`src/rtl/std_arb_pkg.sv`:
```
// ---------------------------------------------------------------------------
// std_arb_pkg
//   Shared types and helpers for the std_* round-robin arbiters.
//   - arb_state_t : access FSM states (IDLE, ACCESS, WAIT_W, RESP)
//   - rr_pick_t   : result of a round-robin search (found flag + index)
//   - rr_next()   : round-robin search starting just after ptr
// ---------------------------------------------------------------------------
package std_arb_pkg;

  // Largest requester count the helper supports; requester vectors are
  // zero-extended to this width before the search.
  localparam int MAX_REQ = 8;

  typedef enum logic [1:0] {
    IDLE   = 2'd0,
    ACCESS = 2'd1,
    WAIT_W = 2'd2,
    RESP   = 2'd3
  } arb_state_t;

  typedef struct packed {
    logic       found;
    logic [2:0] idx;
  } rr_pick_t;

  // Rotate the request vector so position ptr+1 comes first, take the first
  // set bit, and map that rotated position back to a requester index. The
  // wrap is a single conditional subtract because ptr+1+k < 2*num_req.
  function automatic rr_pick_t rr_next(input logic [2:0]         ptr,
                                       input logic [MAX_REQ-1:0] reqs,
                                       input int                 num_req);
    rr_pick_t   r;
    logic [3:0] j;
    r = '0;
    for (int k = 0; k < MAX_REQ; k++) begin
      j = {1'b0, ptr} + 4'd1 + 4'(k);
      if (j >= 4'(num_req)) j = j - 4'(num_req);
      if ((k < num_req) && !r.found && reqs[j[2:0]]) begin
        r.found = 1'b1;
        r.idx   = j[2:0];
      end
    end
    return r;
  endfunction

endpackage

```
`src/rtl/std_mem_d1_arbiter_if.sv`:
```
// ---------------------------------------------------------------------------
// std_mem_d1_arbiter_if
//   Bundles the requester-side go/done signals and the memory-side std_mem_d1
//   signals seen by std_mem_d1_arbiter.
//   Requester side : req_go, req_write_en, req_addr, req_write_data (flattened,
//                    slice i per requester), req_done, read_data, grant
//   Memory side    : mem_addr0, mem_write_data, mem_write_en, mem_read_data,
//                    mem_done
//   modport slave  : the arbiter
//   modport master : the environment (requesters + memory)
// ---------------------------------------------------------------------------
interface std_mem_d1_arbiter_if #(
  parameter int NUM_REQ  = 4,
  parameter int WIDTH    = 32,
  parameter int IDX_SIZE = 4
);
  logic [NUM_REQ-1:0]          req_go;
  logic [NUM_REQ-1:0]          req_write_en;
  logic [NUM_REQ*IDX_SIZE-1:0] req_addr;
  logic [NUM_REQ*WIDTH-1:0]    req_write_data;
  logic [NUM_REQ-1:0]          req_done;
  logic [WIDTH-1:0]            read_data;
  logic [NUM_REQ-1:0]          grant;
  logic [IDX_SIZE-1:0]         mem_addr0;
  logic [WIDTH-1:0]            mem_write_data;
  logic                        mem_write_en;
  logic [WIDTH-1:0]            mem_read_data;
  logic                        mem_done;

  modport slave (
    input  req_go, req_write_en, req_addr, req_write_data, mem_read_data, mem_done,
    output req_done, read_data, grant, mem_addr0, mem_write_data, mem_write_en
  );

  modport master (
    output req_go, req_write_en, req_addr, req_write_data, mem_read_data, mem_done,
    input  req_done, read_data, grant, mem_addr0, mem_write_data, mem_write_en
  );
endinterface

```
`src/rtl/std_rr_pick.sv`:
```
// ---------------------------------------------------------------------------
// std_rr_pick
//   Combinational round-robin picker: the first active request after ptr
//   (wrapping modulo NUM_REQ) wins.
//   req      in  NUM_REQ   active requests
//   ptr      in  REQ_IDX   index served last (lowest priority this round)
//   grant_oh out NUM_REQ   one-hot winner, zero when nothing is requested
//   idx      out REQ_IDX   winner index
//   valid    out 1         at least one request is active
// ---------------------------------------------------------------------------
module std_rr_pick
  import std_arb_pkg::*;
#(
  parameter int NUM_REQ = 4,
  parameter int REQ_IDX = 2
) (
  input  logic [NUM_REQ-1:0] req,
  input  logic [REQ_IDX-1:0] ptr,
  output logic [NUM_REQ-1:0] grant_oh,
  output logic [REQ_IDX-1:0] idx,
  output logic               valid
);

  logic [MAX_REQ-1:0] req_ext;
  logic [2:0]         ptr_ext;
  rr_pick_t           pick;

  assign req_ext = MAX_REQ'(req);
  assign ptr_ext = 3'(ptr);

  // NOTE: every output gets a value before any branch, so no latch is inferred.
  always_comb begin
    pick  = rr_next(ptr_ext, req_ext, NUM_REQ);
    valid = pick.found;
    idx   = REQ_IDX'(pick.idx);
    grant_oh = '0;
    for (int i = 0; i < NUM_REQ; i++) begin
      grant_oh[i] = pick.found && (pick.idx == 3'(i));
    end
  end

endmodule

```
`src/rtl/std_mem_d1_arbiter.sv`:
```
// ---------------------------------------------------------------------------
// std_mem_d1_arbiter
//   Round-robin arbiter sharing one std_mem_d1 among NUM_REQ go/done
//   requesters; one read or write per go.
//   clk    in  1   clock, all state updates on posedge
//   reset  in  1   synchronous, active-high
//   bus    slave   requester go/done side and memory side (see interface)
//   Timing from a go sampled in IDLE at cycle t: read done at t+2; write
//   strobes mem_write_en at t+1 and is done at t+3 (memory done one cycle
//   after write_en).
// ---------------------------------------------------------------------------
module std_mem_d1_arbiter
  import std_arb_pkg::*;
#(
  parameter int NUM_REQ  = 4,
  parameter int REQ_IDX  = 2,
  parameter int WIDTH    = 32,
  parameter int SIZE     = 16,
  parameter int IDX_SIZE = 4
) (
  input logic                 clk,
  input logic                 reset,
  std_mem_d1_arbiter_if.slave bus
);

  if (NUM_REQ < 2 || NUM_REQ > MAX_REQ) begin : g_bad_num_req
    $error("NUM_REQ must be in 2..8");
  end
  if (NUM_REQ > (2 ** REQ_IDX)) begin : g_bad_req_idx
    $error("REQ_IDX too narrow for NUM_REQ");
  end
  if (SIZE > (2 ** IDX_SIZE)) begin : g_bad_size
    $error("IDX_SIZE too narrow for SIZE");
  end

  arb_state_t          state_q, state_d;
  logic [REQ_IDX-1:0]  ptr_q;
  logic [NUM_REQ-1:0]  sel_q;
  logic                we_q;
  logic [IDX_SIZE-1:0] addr_q;
  logic [WIDTH-1:0]    wdata_q;
  logic [WIDTH-1:0]    rdata_q;

  logic [NUM_REQ-1:0]  pick_oh;
  logic [REQ_IDX-1:0]  pick_idx;
  logic                pick_valid;

  std_rr_pick #(
    .NUM_REQ(NUM_REQ),
    .REQ_IDX(REQ_IDX)
  ) u_pick (
    .req     (bus.req_go),
    .ptr     (ptr_q),
    .grant_oh(pick_oh),
    .idx     (pick_idx),
    .valid   (pick_valid)
  );

  // State register.
  // NOTE: sequential state uses non-blocking assignments so every flop samples
  // pre-edge values regardless of block ordering.
  always_ff @(posedge clk) begin
    if (reset) state_q <= IDLE;
    else       state_q <= state_d;
  end

  // Next-state logic. RESP always returns to IDLE, so no grant is made in
  // the cycle a done is presented.
  always_comb begin
    state_d = state_q;
    case (state_q)
      IDLE:    if (pick_valid) state_d = ACCESS;
      ACCESS:  state_d = we_q ? WAIT_W : RESP;
      WAIT_W:  if (bus.mem_done) state_d = RESP;
      RESP:    state_d = IDLE;
      default: state_d = IDLE;
    endcase
  end

  // Outputs decoded from the registered state, so reset clears them at once.
  always_comb begin
    bus.mem_write_en = (state_q == ACCESS) && we_q;
    bus.grant        = (state_q != IDLE) ? sel_q : '0;
    bus.req_done     = (state_q == RESP) ? sel_q : '0;
  end

  assign bus.mem_addr0      = addr_q;
  assign bus.mem_write_data = wdata_q;
  assign bus.read_data      = rdata_q;

  // Grant-time capture and read capture. addr/write_data hold between
  // accesses; read_data is only touched by reads.
  always_ff @(posedge clk) begin
    if (reset) begin
      ptr_q   <= REQ_IDX'(NUM_REQ - 1);
      sel_q   <= '0;
      we_q    <= 1'b0;
      addr_q  <= '0;
      wdata_q <= '0;
      rdata_q <= '0;
    end else begin
      if (state_q == IDLE && pick_valid) begin
        ptr_q   <= pick_idx;
        sel_q   <= pick_oh;
        we_q    <= bus.req_write_en[pick_idx];
        addr_q  <= bus.req_addr[pick_idx*IDX_SIZE +: IDX_SIZE];
        wdata_q <= bus.req_write_data[pick_idx*WIDTH +: WIDTH];
      end
      if (state_q == ACCESS && !we_q) rdata_q <= bus.mem_read_data;
    end
  end

endmodule

```
`src/flat_wrapper.sv`:
```
// flat-port wrapper written by rule: the top's interface ports become plain ports
module std_mem_d1_arbiter_flat import std_arb_pkg::*;
#(
  parameter int NUM_REQ  = 4,
  parameter int REQ_IDX  = 2,
  parameter int WIDTH    = 32,
  parameter int SIZE     = 16,
  parameter int IDX_SIZE = 4
)
  (clk, reset, bus_req_go, bus_req_write_en, bus_req_addr, bus_req_write_data, bus_mem_read_data, bus_mem_done, bus_req_done, bus_read_data, bus_grant, bus_mem_addr0, bus_mem_write_data, bus_mem_write_en);
  std_mem_d1_arbiter_if #(.NUM_REQ(NUM_REQ), .WIDTH(WIDTH), .IDX_SIZE(IDX_SIZE)) bus_i ();
  input logic clk;
  input logic reset;
  input wire logic [$bits(bus_i.req_go)-1:0] bus_req_go;
  input wire logic [$bits(bus_i.req_write_en)-1:0] bus_req_write_en;
  input wire logic [$bits(bus_i.req_addr)-1:0] bus_req_addr;
  input wire logic [$bits(bus_i.req_write_data)-1:0] bus_req_write_data;
  input wire logic [$bits(bus_i.mem_read_data)-1:0] bus_mem_read_data;
  input wire logic [$bits(bus_i.mem_done)-1:0] bus_mem_done;
  output wire logic [$bits(bus_i.req_done)-1:0] bus_req_done;
  output wire logic [$bits(bus_i.read_data)-1:0] bus_read_data;
  output wire logic [$bits(bus_i.grant)-1:0] bus_grant;
  output wire logic [$bits(bus_i.mem_addr0)-1:0] bus_mem_addr0;
  output wire logic [$bits(bus_i.mem_write_data)-1:0] bus_mem_write_data;
  output wire logic [$bits(bus_i.mem_write_en)-1:0] bus_mem_write_en;
  assign bus_i.req_go = bus_req_go;
  assign bus_i.req_write_en = bus_req_write_en;
  assign bus_i.req_addr = bus_req_addr;
  assign bus_i.req_write_data = bus_req_write_data;
  assign bus_i.mem_read_data = bus_mem_read_data;
  assign bus_i.mem_done = bus_mem_done;
  assign bus_req_done = bus_i.req_done;
  assign bus_read_data = bus_i.read_data;
  assign bus_grant = bus_i.grant;
  assign bus_mem_addr0 = bus_i.mem_addr0;
  assign bus_mem_write_data = bus_i.mem_write_data;
  assign bus_mem_write_en = bus_i.mem_write_en;
  std_mem_d1_arbiter #(.NUM_REQ(NUM_REQ), .REQ_IDX(REQ_IDX), .WIDTH(WIDTH), .SIZE(SIZE), .IDX_SIZE(IDX_SIZE)) u_core (.clk(clk), .reset(reset), .bus(bus_i));
endmodule
```
`config.mk`:
```
export PLATFORM = sky130hd
export DESIGN_NAME = std_mem_d1_arbiter_flat
export DESIGN_NICKNAME = d
export VERILOG_FILES = /design/src/rtl/std_arb_pkg.sv /design/src/rtl/std_mem_d1_arbiter_if.sv /design/src/rtl/std_rr_pick.sv /design/src/rtl/std_mem_d1_arbiter.sv /design/src/flat_wrapper.sv
export SDC_FILE = /design/constraint.sdc
export NUM_CORES = 1
export LEC_CHECK = 0
export ABC_AREA = 1
export CORE_MARGIN = 2
export CORE_UTILIZATION = 43
export DETAILED_ROUTE_END_ITERATION = 6
export GPL_ROUTABILITY_DRIVEN = 0
export MAX_ROUTING_LAYER = met4
export PLACE_DENSITY = 0.85
export SETUP_SLACK_MARGIN = 0.15
export SLEW_MARGIN = 20
export SYNTH_ARGS = -nofsm -noshare
export SYNTH_HDL_FRONTEND = slang
export SYNTH_SLANG_ARGS = --single-unit
export TNS_END_PERCENT = 100
```
`constraint.sdc`:
```
create_clock -name clk -period 4.19 [get_ports clk]
set_clock_uncertainty 0.1 [all_clocks]
set_input_delay 0.838 -clock clk [delete_from_list [all_inputs] [get_ports clk]]
set_output_delay 0.838 -clock clk [all_outputs]
set_load 0.1 [all_outputs]
```
== Yosys cells after proc, flatten, opt, wreduce, memory -nomap -nowiden ==
Index checks and enable logic that the tools add are counted.

* Input bits: 187
* Flip-flop bits (word level): 77
* Output and inout port bits: 77
* Logic and storage cells: 76

* Equality and inequality tests: 8
* $add $sub $neg: 8
* Reductions and logical operators: 18
* Multiplexer cells: 24
* Shifts and indexed selects: 2
* Magnitude comparators: 9

{| class="wikitable"
|+ Operators by type and width
! cell !! count
|-
| 128-bit by 8-bit variable part select with 32-bit output || 1
|-
| 4-bit two-way mux || 6
|-
| 4-bit by 3-bit >= comparator with 1-bit output, second input constant || 4
|-
| 3-bit by 4-bit < comparator with 1-bit output, second input constant || 4
|-
| 16-bit by 5-bit variable part select with 4-bit output || 1
|-
| 1-bit binary-select mux with 3-bit select || 4
|-
| 3-bit two-way mux || 4
|-
| 3-bit subtractor, second input constant || 4
|-
| 1-bit logical AND || 10
|-
| 3-bit by 2-bit adder with 4-bit output, second input constant || 2
|-
| 2-bit one-hot mux with 4 select lines || 1
|-
| 3-bit by 2-bit equality test with 1-bit output, second input constant || 2
|-
| 1-bit two-way mux || 6
|-
| 3-bit by 1-bit adder with 4-bit output, second input constant || 1
|-
| 2-bit equality test, second input constant || 2
|-
| 1-bit zero test || 4
|-
| 2-bit two-way mux || 2
|-
| 2-bit inequality test, second input constant || 2
|-
| 2-bit by 1-bit adder with 3-bit output, second input constant || 1
|-
| 3-bit by 1-bit equality test with 1-bit output, second input constant || 1
|-
| 3-bit zero test || 1
|-
| 2-bit by 3-bit < comparator with 1-bit output, second input constant || 1
|-
| 1-bit binary-select mux with 2-bit select || 1
|-
| 2-bit by 1-bit equality test with 1-bit output, second input constant || 1
|-
| 3 further kinds || 3
|}

== Depth between registers and ports, before layout ==
* Depth in word-level cells: 17
* Depth in mapped cells: 21
* Gate-level depth less buffers: 18

== Hierarchy ==
Synthesis repeated with hierarchy kept, for this count alone.

* Cells, all modules: 735
* Area, all modules: 4,549.4 um^2

{| class="wikitable"
|+ By module, submodules not included
! module !! times used !! cells each !! area an instance (um^2)
|-
| std_mem_d1_arbiter || 1 || 650 || 4,060.1
|-
| std_rr_pick || 1 || 85 || 489.2
|}

== Worst setup path before layout ==
Ideal clock, no wire load.

* Path type: reg2out
* From: register u_core.state_q[0]
* To: output port bus_grant[0]
* Cell stages (with the launch flop): 4
* Setup slack: 1.297 ns
* Required time: 3.252 ns
* Arrival: 1.955 ns
* Path buffers: 0
* Path through: dfxtp_1 > inv_1 > ha_1 > nor2_1

* Word-level cells in the longest chain between the ends: 2

{| class="wikitable"
|+ RTL lines
! item !! RTL line !! RTL
|-
| start: declaration || std_mem_d1_arbiter.sv:36 || <nowiki>arb_state_t state_q, state_d;</nowiki>
|-
| start signal: assignment || std_mem_d1_arbiter.sv:64 || <nowiki>else state_q <= state_d;</nowiki>
|-
| 2-bit nonzero test || std_mem_d1_arbiter.sv:83 || <nowiki>bus.grant = (state_q != IDLE) ? sel_q : '0;</nowiki>
|-
| 4-bit two-way mux || std_mem_d1_arbiter.sv:83 ||
|-
| end: declaration || flat_wrapper.sv:22 || <nowiki>output wire logic [$bits(bus_i.grant)-1:0] bus_grant;</nowiki>
|}

Every way passes these cells.

== Worst setup path after layout ==
* From: register u_core.ptr_q[0]
* To: register u_core.wdata_q[14] (netlist: u_core.bus.mem_write_data[14])

* Word-level cells in the longest chain between the ends: 16
* Elaborated cells between the ends (all ways): 36
* Those cells by class: add/sub: 8; order compare: 4; shift: 1; mux: 16; reduce/logical: 7

{| class="wikitable"
|+ RTL lines
! item !! RTL line !! RTL
|-
| start: declaration || std_mem_d1_arbiter.sv:37 || <nowiki>logic [REQ_IDX-1:0] ptr_q;</nowiki>
|-
| start signal: assignment || std_mem_d1_arbiter.sv:95 || <nowiki>ptr_q <= REQ_IDX'(NUM_REQ - 1);</nowiki>
|-
| start signal: assignment || std_mem_d1_arbiter.sv:103 || <nowiki>ptr_q <= pick_idx;</nowiki>
|-
| 2-bit by 1-bit adder with 3-bit output (*) || - ||
|-
| parallel branches: the longest is 13 deep, another holds 3-bit by 1-bit adder with 4-bit output || - ||
|-
| 4-bit two-way mux (*) || std_arb_pkg.sv:38 || <nowiki>if ((k < num_req) && !r.found && reqs[j[2:0]]) begin</nowiki>
|-
| 128-bit by 8-bit variable part select with 32-bit output or 1-bit logical AND (tied branches) || std_mem_d1_arbiter.sv:107, std_mem_d1_arbiter.sv:102 ||
|-
| end signal: assignment || std_mem_d1_arbiter.sv:107 || <nowiki>wdata_q <= bus.req_write_data[pick_idx*WIDTH +: WIDTH];</nowiki>
|-
| end: declaration || std_mem_d1_arbiter.sv:41 || <nowiki>logic [WIDTH-1:0] wdata_q;</nowiki>
|}

Mark *: on every way between the ends. The select of a mux whose other input is x is not followed.
A chain may end at the register's enable or synchronous reset.

==> impl_metrics.env <==
export IMPL_crit_type="flop to flop"
export IMPL_cpMaxStageDelayCell="dfxtp_1"
export IMPL_drtPass1Iterations=4
export IMPL_clk_path_buf_depth=2
export IMPL_chipWidth_um=111
export IMPL_root_buffer="clkbuf_16"
export IMPL_vias=5856
export IMPL_fillCellCount=987
export IMPL_overflow=0
export IMPL_async_flop_share=0
export IMPL_endpoint="u_core.bus.mem_write_data[14]"
export IMPL_postSynthCellCount=834
export IMPL_dieArea_mm2=0.0122
export IMPL_nNetsFinal=1256
export IMPL_r2r_start="u_core.ptr_q[0]"
export IMPL_utilization=0.709
export IMPL_grt_pass1_vias=5673
export IMPL_synth_cell_types=27
export IMPL_synth_seq_area_share=0.316
export IMPL_core_mm2=0.0110
export IMPL_max_freq_mhz=300
export IMPL_setup_viol=0
export IMPL_die_h_um=111
export IMPL_drv_slew=0
export IMPL_layout_drive_gt1_share=0.0432
export IMPL_crit_path_frequent_cell="nand2_1"
export IMPL_r2r_end="u_core.bus.mem_write_data[14]"
export IMPL_finalHoldViolCount=0
export IMPL_routed_wl_um=16000
export IMPL_critPathArrivalTime_ns=3.51
export IMPL_synthMostInstantiatedCell="nand2_1"
export IMPL_synth_common_cells="297 x nand2_1, 143 x nor2_1, 119 x nand3_1"
export IMPL_period_share=0.796
export IMPL_clk_pin_slew_ns=0.06
export IMPL_clock_latency_ns=0.32
export IMPL_slew_headroom=0.273
export IMPL_yosys_top_cells_area="dfxtp_1 32%, nand2_1 23%, nand3_1 12%, nor2_1 11%, inv_1 4.8%"
export IMPL_synth_top_area_share=0.316
export IMPL_synth_flop_cell="dfxtp_1"
export IMPL_startpoint="u_core.ptr_q[0]"
export IMPL_end_kind="flop"
export IMPL_hpwlAfterDp_um=11800
export IMPL_cts_max_level=3
export IMPL_diodes=0
export IMPL_outcome="complete, no violations"
export IMPL_hp_class="flop to flop"
export IMPL_synthesis_nets=1031
export IMPL_cts_resized=0
export IMPL_yosysWarnings=0
export IMPL_wl_per_cell_um=13.3
export IMPL_initialDrtViolationCount=377
export IMPL_route_antenna_remaining_nets=0
export IMPL_synth_largest_area_cell="dfxtp_1"
export IMPL_cts_buffers=9
export IMPL_vias_per_cell=4.86
export IMPL_worstMarginPinSlew_ns=1.09
export IMPL_syn_avg_cell_area_um2=5.86
export IMPL_cts_hold_buf=0
export IMPL_syn2layout_area_growth_pct=59.4
export IMPL_dp_cells=1188
export IMPL_start_util=0.445
export IMPL_syn_cell_area_mm2=0.00488
export IMPL_crit_chain="ha_1 -> inv_1 -> ha_1 -> o21ai_0 -> nand2_1 -> nand3_4 -> nor2_2 -> a21boi_1 -> nand2_1 -> nor2_4 -> buf_4 -> nand2_1 -> nand3_1 -> nand2_1 -> inv_1"
export IMPL_start_kind="flop"
export IMPL_grt_max_degree=79
export IMPL_io_buffer_count=263
export IMPL_rows=38
export IMPL_slowest_delay_ns=0.59
export IMPL_postCtsSetupBuffers=0
export IMPL_clock_sinks=77
export IMPL_setup_tns_ns=0
export IMPL_maxCapViolations=0
export IMPL_ys_seq_elements=77
export IMPL_multi_input_area_mm2=0.00279
export IMPL_io_pins=264
export IMPL_grt_pass1_wl_um=26300
export IMPL_grt_use_total=0.267
export IMPL_synth_edff_count=0
export IMPL_crit_fanout=29
export IMPL_rsz0062_at_grt="false"
export IMPL_worstPathRequired_ns=4.36
export IMPL_finalNonFillerCells=1204
export IMPL_reg2reg_depth=15
export IMPL_regArea_mm2=0.00154
export IMPL_post_route_min_period_ns=3.34
export IMPL_drc_errors=0
export IMPL_cts_tree="yes"
export IMPL_grt_antenna_before_repair=0
export IMPL_r2r_slack_ns=0.85
metrics by stage:
step                setup WS [ns]  instance area (um2)  hold WS, ns
floorplan                    1.30                 4880        0.358
global placement            0.794                 7440        0.361
detailed placement          0.741                 7440        0.370
CTS                         0.812                 7780        0.384
global route                0.550                 7780        0.400
finish                      0.854                 7780        0.379
worst max-delay path: cells and delay by family (launching register included):
kind                     cells  cell delay, ns
adder cells (fa/ha/maj)      2            0.59
AO/OA/AOI/OAI                2            0.35
flip-flops                   1            0.59
buffers and inverters        3            0.44
AND/OR/NAND/NOR              8            1.18
flip-flops by register name (all words and copies together), names as in the netlist:
signal	count
u_core.we_q	1
u_core.state_q	2
u_core.bus.mem_write_data	32
u_core.sel_q	4
u_core.bus.mem_addr0	4
u_core.bus.read_data	32
u_core.ptr_q	2
layout make-up:
class                   count  area share
flip-flops and latches     77       0.198
repair buffers            269       0.344
clock buffers              10      0.0294
clock inverters             6      0.0143
multi-input cells         633       0.358
inverters                  69      0.0339
well taps                 140      0.0225
layout by cell type, fill, tap and decap left out, drive strengths merged:
| cell type | Yosys | routed |
|---|---|---|
| buf | 39 | 11 |
| a21boi | 1 | 1 |
| clkinvlp | 0 | 1 |
| o211ai | 2 | 2 |
| nor2 | 146 | 146 |
| dfxtp | 77 | 77 |
| clkdlybuf4s50 | 0 | 258 |
| a21oi | 10 | 10 |
| nand2 | 302 | 302 |
| clkbuf | 16 | 10 |
| inv | 69 | 69 |
| a31oi | 1 | 1 |
| nand3 | 121 | 121 |
| ha | 10 | 10 |
| clkinv | 0 | 2 |
| nand4 | 3 | 3 |
| bufinv | 0 | 3 |
| o21ai | 37 | 37 |
worst min-delay path by stage:
stage / from / cells past startpoint / slack, ns / to
2_1_floorplan: u_core.sel_q[0] / 2 / 0.36 / u_core.sel_q[0]
3_5_place_dp: u_core.bus.read_data[31] / 2 / 0.37 / u_core.bus.read_data[31]
5_1_grt: u_core.bus.read_data[7] / 2 / 0.40 / u_core.bus.read_data[7]
6_report: u_core.bus.read_data[31] / 2 / 0.38 / u_core.bus.read_data[31]
3_3_place_gp: u_core.bus.read_data[26] / 2 / 0.36 / u_core.bus.read_data[26]
4_1_cts: u_core.bus.read_data[31] / 2 / 0.38 / u_core.bus.read_data[31]
per-layer routing:
| metal | GRT usage | routed length [um] | up-vias |
|---|---|---|---|
| met2 | 0.463 | 8020 | 202 |
| li1 | - | - | 3027 |
| met3 | 0.0664 | 876 | 42 |
| met4 | 0.112 | 595 | 0 |
| met1 | 0.291 | 6490 | 2585 |
| met5 | - | 0 | - |
kinds of logic (layout without fill, tap and decap cells):
family	count (synthesis)	count (layout)	synth area share
and+or+nand+nor	572	572	0.485
buffers and inverters	124	354	0.117
DFF	77	77	0.316
AOI/OAI and AO/OA	51	51	0.0571
adders and majority gates	10	10	0.0256
Power is not shown: default switching activity piles up to over one toggle a cycle in this logic, so the estimate is an artifact.
